[src/rtl/exp_handler_pipe.sv]
// Two-stage, multi-lane FMA exponent handler: exp_a+exp_b, alignment reference and addend shift.
// Optional zero-operand overrides are built when EXP_HANDLER_PIPE_ZERO_EN is defined.
module exp_handler_pipe #(
  parameter int LANES = 4,
  parameter int EXP_W = 8,
  parameter int MAN_W = 24,
  localparam int OFF     = MAN_W + 3,
  localparam int SHF_MAX = 3 * MAN_W + 2,
  localparam int SHF_W   = $clog2(SHF_MAX + 1)
) (
  input  logic                         clk,
  input  logic                         rst,
  input  logic                         in_valid,
  output logic                         in_ready,
  input  logic                         fma_mode,
  input  logic [LANES*EXP_W-1:0]       exp_a,
  input  logic [LANES*EXP_W-1:0]       exp_b,
  input  logic [LANES*EXP_W-1:0]       exp_c,
`ifdef EXP_HANDLER_PIPE_ZERO_EN
  input  logic [LANES-1:0]             zero_a,
  input  logic [LANES-1:0]             zero_b,
  input  logic [LANES-1:0]             zero_c,
`endif
  output logic                         out_valid,
  input  logic                         out_ready,
  output logic [LANES*(EXP_W+1)-1:0]   exp_ab,
  output logic [LANES*(EXP_W+2)-1:0]   exp_tmp,
  output logic [LANES*SHF_W-1:0]       shf_num,
  output logic [LANES-1:0]             sat_lo,
  output logic [LANES-1:0]             sat_hi
);

  localparam int AB_W = EXP_W + 1;
  localparam int DW   = EXP_W + 2;

  localparam logic signed [DW-1:0]  OFF_D     = DW'(OFF);
  localparam logic signed [DW-1:0]  LO_LIM    = DW'(OFF - SHF_MAX);
  localparam logic [SHF_W-1:0]      SHF_MAX_V = SHF_W'(SHF_MAX);

  logic en;

  // Stage 1 combinational results
  logic signed [AB_W-1:0] ab_d  [LANES];
  logic signed [DW-1:0]   abo_d [LANES];
  logic signed [DW-1:0]   d_d   [LANES];

  // Stage 1 registers
  logic                   s1_valid_q;
  logic                   s1_fma_q;
  logic [LANES*AB_W-1:0]  s1_ab_q;
  logic [LANES*EXP_W-1:0] s1_c_q;
  logic signed [DW-1:0]   s1_abo_q [LANES];
  logic signed [DW-1:0]   s1_d_q   [LANES];
  logic [LANES-1:0]       zab_s1;
  logic [LANES-1:0]       zc_s1;

  // Stage 2 combinational results
  logic signed [DW-1:0]   c_ext [LANES];
  logic [LANES*DW-1:0]    exp_tmp_d;
  logic [LANES*SHF_W-1:0] shf_d;
  logic [LANES-1:0]       lo_d;
  logic [LANES-1:0]       hi_d;

  // Output registers
  logic                   out_valid_q;
  logic [LANES*AB_W-1:0]  exp_ab_q;
  logic [LANES*DW-1:0]    exp_tmp_q;
  logic [LANES*SHF_W-1:0] shf_q;
  logic [LANES-1:0]       sat_lo_q;
  logic [LANES-1:0]       sat_hi_q;

  // A single enable moves the whole pipe; a stalled output freezes everything behind it.
  assign en       = ~out_valid_q | out_ready;
  assign in_ready = en;

  always_comb begin
    for (int i = 0; i < LANES; i++) begin
      ab_d[i]  = {exp_a[i*EXP_W+EXP_W-1], exp_a[i*EXP_W +: EXP_W]}
               + {exp_b[i*EXP_W+EXP_W-1], exp_b[i*EXP_W +: EXP_W]};
      abo_d[i] = {ab_d[i][AB_W-1], ab_d[i]} + OFF_D;
      d_d[i]   = {{2{exp_c[i*EXP_W+EXP_W-1]}}, exp_c[i*EXP_W +: EXP_W]}
               - {ab_d[i][AB_W-1], ab_d[i]};
    end
  end

  // NOTE: sequential state uses non-blocking assignments so every register samples
  // pre-edge values, independent of process evaluation order.
  // NOTE: data registers are reset too (not only the valids) because the outputs
  // must read as zero straight after reset.
  always_ff @(posedge clk) begin
    if (rst) begin
      s1_valid_q <= 1'b0;
      s1_fma_q   <= 1'b0;
      s1_ab_q    <= '0;
      s1_c_q     <= '0;
      for (int i = 0; i < LANES; i++) begin
        s1_abo_q[i] <= '0;
        s1_d_q[i]   <= '0;
      end
    end else if (en) begin
      s1_valid_q <= in_valid;
      s1_fma_q   <= fma_mode;
      s1_c_q     <= exp_c;
      for (int i = 0; i < LANES; i++) begin
        s1_ab_q[i*AB_W +: AB_W] <= ab_d[i];
        s1_abo_q[i]             <= abo_d[i];
        s1_d_q[i]               <= d_d[i];
      end
    end
  end

`ifdef EXP_HANDLER_PIPE_ZERO_EN
  logic [LANES-1:0] zab_q;
  logic [LANES-1:0] zc_q;

  always_ff @(posedge clk) begin
    if (rst) begin
      zab_q <= '0;
      zc_q  <= '0;
    end else if (en) begin
      zab_q <= zero_a | zero_b;
      zc_q  <= zero_c;
    end
  end

  assign zab_s1 = zab_q;
  assign zc_s1  = zc_q;
`else
  assign zab_s1 = '0;
  assign zc_s1  = '0;
`endif

  // NOTE: every always_comb output gets a default before any branch, so no path
  // can leave a value unassigned and infer a latch.
  always_comb begin
    exp_tmp_d = '0;
    shf_d     = '0;
    lo_d      = '0;
    hi_d      = '0;
    for (int i = 0; i < LANES; i++) begin
      c_ext[i] = {{2{s1_c_q[i*EXP_W+EXP_W-1]}}, s1_c_q[i*EXP_W +: EXP_W]};
      if (zab_s1[i] && s1_fma_q) begin
        exp_tmp_d[i*DW +: DW] = c_ext[i];
        lo_d[i]               = 1'b1;
      end else if (zc_s1[i] || !s1_fma_q) begin
        exp_tmp_d[i*DW +: DW]   = s1_abo_q[i];
        shf_d[i*SHF_W +: SHF_W] = SHF_MAX_V;
        hi_d[i]                 = zc_s1[i];
      end else begin
        exp_tmp_d[i*DW +: DW] = (c_ext[i] >= s1_abo_q[i]) ? c_ext[i] : s1_abo_q[i];
        if (s1_d_q[i] > OFF_D) begin
          lo_d[i] = 1'b1;
        end else if (s1_d_q[i] < LO_LIM) begin
          shf_d[i*SHF_W +: SHF_W] = SHF_MAX_V;
          hi_d[i]                 = 1'b1;
        end else begin
          // In this window OFF-d lies in [0, SHF_MAX], so truncation is exact.
          shf_d[i*SHF_W +: SHF_W] = SHF_W'(OFF_D - s1_d_q[i]);
        end
      end
    end
  end

  always_ff @(posedge clk) begin
    if (rst) begin
      out_valid_q <= 1'b0;
      exp_ab_q    <= '0;
      exp_tmp_q   <= '0;
      shf_q       <= '0;
      sat_lo_q    <= '0;
      sat_hi_q    <= '0;
    end else if (en) begin
      out_valid_q <= s1_valid_q;
      exp_ab_q    <= s1_ab_q;
      exp_tmp_q   <= exp_tmp_d;
      shf_q       <= shf_d;
      sat_lo_q    <= lo_d;
      sat_hi_q    <= hi_d;
    end
  end

  assign out_valid = out_valid_q;
  assign exp_ab    = exp_ab_q;
  assign exp_tmp   = exp_tmp_q;
  assign shf_num   = shf_q;
  assign sat_lo    = sat_lo_q;
  assign sat_hi    = sat_hi_q;

endmodule

[config.mk]
export PLATFORM = sky130hd
export DESIGN_NAME = exp_handler_pipe
export DESIGN_NICKNAME = d
export VERILOG_FILES = /design/src/rtl/exp_handler_pipe.sv
export SDC_FILE = /design/constraint.sdc
export NUM_CORES = 1
export LEC_CHECK = 0
export CAP_MARGIN = 20
export CORE_AREA = 10 10 174 176
export CTS_CLUSTER_DIAMETER = 80
export DETAILED_ROUTE_END_ITERATION = 8
export DIE_AREA = 0 0 184 186
export DONT_BUFFER_PORTS = 1
export PLACE_DENSITY = 0.7
export SLEW_MARGIN = 5
export SYNTH_ARGS = -nofsm -noshare
export SYNTH_HDL_FRONTEND = slang
export SYNTH_SLANG_ARGS = --single-unit
[constraint.sdc]
create_clock -name clk -period 7.1 [get_ports clk]
set_input_delay 1.42 -clock clk [delete_from_list [all_inputs] [get_ports clk]]
set_output_delay 1.42 -clock clk [all_outputs]
set_load 0.01 [all_outputs]
==> impl_results.md <==
- Die Ht: 186 um
- Worst VDD drop: 0.000188 V
- Synth Area in Compound Gates: 16.6%
- Total Routing Usage GR: 20.3%
- CP Buf/Inv Count: 2
- Worst Setup End Kind: flop
- Postcts setup bufs: 0
- Power Internal: 0.00308 W
- Filler cell count: 2373
- Yosys cell types: 72
- Full die area: 34200 um^2
- Largest stage delay on the critical path: 0.46 ns
- Avg WL per Cell: 18.0 um
- Crit path cell chain: ha_1, inv_1, fa_1, nor2b_1, o21ai_0, nand2b_1, xor2_1, inv_1, ha_1, o21a_1, o31a_1, or2_1, a2111oi_2, o211a_1, o21ai_0, nor3b_2
- Resized cells post-CTS: 0
- Clock share of power: 32.1%
- Max Cap Violations: 0
- Die W: 184 um
- Crit path kind: in -> reg
- Register share of total power: 43.8%
- Antenna diodes: 0
- Most frequent cell after synthesis: nand2_1
- Worst Tran Pin Value: 0.996 ns
- Post-synth top cells: nand2_1 (238), nor2_1 (215), dfxtp_1 (183)
- CTS H-Tree Depth: 1
- Worst min path class: reg -> reg
- Crit Path Max Fanout: 5
- CTS Buf Count: 28
- Comb pwr share: 24.1%
- Clock Sinks: 263
- Switching Share: 31.1%
- Clock Latency Late Sink: 0.54 ns
- Mapped cell area: 14600 um^2
- First-pass DRT Iterations: 5
- DRC: 0
- Vias in the first global route: 10900
- Mapped Nets: 1900
- Area leader, netlist: dfxtp_1
- FFs w/ async S/R, synth: 0%
- Initial antenna violation count: 0
- Synth Warn #: 0
- Fin nets: 1862
- Slew HR: 33.5%
- Post-route cell area: 15700 um^2
- Switch Pwr: 0.00139 W
- Largest net degree at the start of global routing: 173
- Synth top area cells: dfxtp_1 (25%), edfxtp_1 (16%), ha_1 (9.6%), nand2_1 (6.1%), a21oi_1 (5.6%)
- Final Slew Violations: 0
- GP Congestion: 0.888
- Adder-cell share of the synthesized area: 11.2%
- Status: completed
- Post-Synth Simple-Gate Area: 17.9%
- FP Rows: 60
- Util after Layout: 58.7%
- Area Overhead vs Synth: 7.53%
- Post-DRT Antenna Nets: 0
- Lkg Pwr: 6.78 nW
- Setup violators final: 0
- First-pass GRT wire length: 57000 um
- Vias: 11500
- Number of synthesized flops with an enable pin: 80
- Clk buf depth: 3
- Port Buffers: 0
- Final HPWL DP: 26100 um
- RSZ-0062 raised after global routing: false
- Placed cell count: 1949
- I/O Pins: 215
- Period utilisation layout: 61.9%
- Slowest cell on crit path: a2111oi_2
- Clock transition at the registers of the reported paths: 0.06 ns
- Root Buffer: clkbuf_16
- FF+latch count, synth: 263
- Wirelength, routed: 36100 um
- Vias per std cell: 5.75
- Initial Util: 54.6%
- Core Box Area: 26700 um^2
- Post-synthesis mux area share: 2.81%
- Xor/xnor cell area share of the yosys netlist: 5.08%
- Share of cells above drive strength 1: 4.81%
- Final hold violation count: 0
- Post-Synthesis Cells: 1679
- Fin cells: 2003
- Worst EP required: 7.38 ns
- Crit path DAT: 4.67 ns
- Min Tclk post-route: 4.40 ns
- Share of the synthesized area in the top cell type: 25.1%
- Ys flop type: dfxtp_1
- Sequential share of the synthesized area: 41.6%
- Number of DRC markers in iteration 0: 647
- Startpoint Class: input port
- GRT overflow: 0
- Syn_area_per_cell: 8.69 um^2
- DP Area: 14800 um^2
- Power per cell area: 285 nW/um^2
- Skew final: 0.0126 ns
- Delay-heaviest family, CP: compound AO/OA/AOI/OAI gates
- Largest family of logic cells by synthesized area: simple AND/OR/NAND/NOR gates
- CTS tree: yes
- Post-CTS Hold Fix Bufs: 0
- Fmax: 0.227 GHz
- Setup TNS: 0 ns
## final cells by class
class	count	area (um^2)	share of cell area (%)
clock buffers	39	783	4.99
clock inverters	12	114	0.725
inverters	104	395	2.52
multi-input cells	1233	7830	49.9
flip-flops and latches	263	6070	38.6
well taps	341	427	2.72
repair buffers	11	82.6	0.526
## tightest hold or removal path, stage by stage (launching register included)
cell	delay [ns]
dfxtp_1	0.31
nand2_1	0.05
a21oi_1	0.05
## registers in the layout, summed over array words and instances, names as in the netlist, 4 cells and up
register	cells
exp_tmp	40
s1_abo_q	40
s1_d_q	40
exp_ab	36
s1_ab_q	36
s1_c_q	32
shf_num	28
sat_hi	4
sat_lo	4
## cells by family (layout without fill, tap and decap cells)
group | count (synthesis) | in the layout
and+or+nand+nor | 602 | 602
AOI/OAI and AO/OA | 383 | 383
muxes | 41 | 41
DFF | 263 | 263
adders and majority gates | 127 | 127
xor gates and xnor gates | 80 | 80
buffers and inverters | 183 | 166
## path summary, 6_finish.rpt
| check | startpoint | endpoint | slack (ns) | depth (start not counted) |
|---|---|---|---|---|
| max | exp_a[0] | s1_d_q[0][8]$_SDFFCE_PN0P_ | 2.70 | 16 |
| min | s1_ab_q[0]$_SDFFE_PP0P_ | s1_ab_q[0]$_SDFFE_PP0P_ | 0.45 | 2 |
| max reg2reg | out_valid$_SDFFE_PP0P_ | s1_abo_q[2][5]$_SDFFCE_PN0P_ | 4.03 | 5 |
| min reg2reg | s1_ab_q[0]$_SDFFE_PP0P_ | s1_ab_q[0]$_SDFFE_PP0P_ | 0.45 | 2 |
## cells in the final DEF, fill, tap and decap left out, drive strengths merged, types with 10 or more instances in the layout
cell type  count
a21o          13
nand3         33
buf           11
o22ai         11
ha           112
and2          10
nor2         215
dfxtp        183
xnor2         51
xor2          29
edfxtp        80
o21a          14
o21ai         53
a211oi        59
nor2b         19
a21oi        165
clkbuf        39
inv          105
nand2        238
nand2b        16
mux2i         41
or3           10
nor3          24
## power by group through the flow
stage               clock, W  combinational (W)  sequential, W
finish               0.00143            0.00108        0.00196
global route         0.00153            0.00122        0.00199
CTS                  0.00147            0.00108        0.00196
detailed placement         0            0.00107        0.00199
global placement           0            0.00103        0.00199
floorplan                  0           0.000887        0.00193
## metrics by stage
step                setup slack [ns]  hold WS (ns)  power [W]
finish                          2.70         0.452    0.00447
global route                    2.37         0.472    0.00474
floorplan                       2.45         0.432    0.00282
global placement                2.27         0.433    0.00302
detailed placement              2.14         0.440    0.00306
CTS                             2.73         0.448    0.00450
## routing by layer
metal,vias to the layer above,part of all wire [%],track usage [%]
met2,267,47,34.2
met1,5430,42,24.6
met4,0,1.7,4.98
li1,5770,-,-
met3,47,8.8,6.69
met5,-,0,0
(Power assumes the default switching activity.)
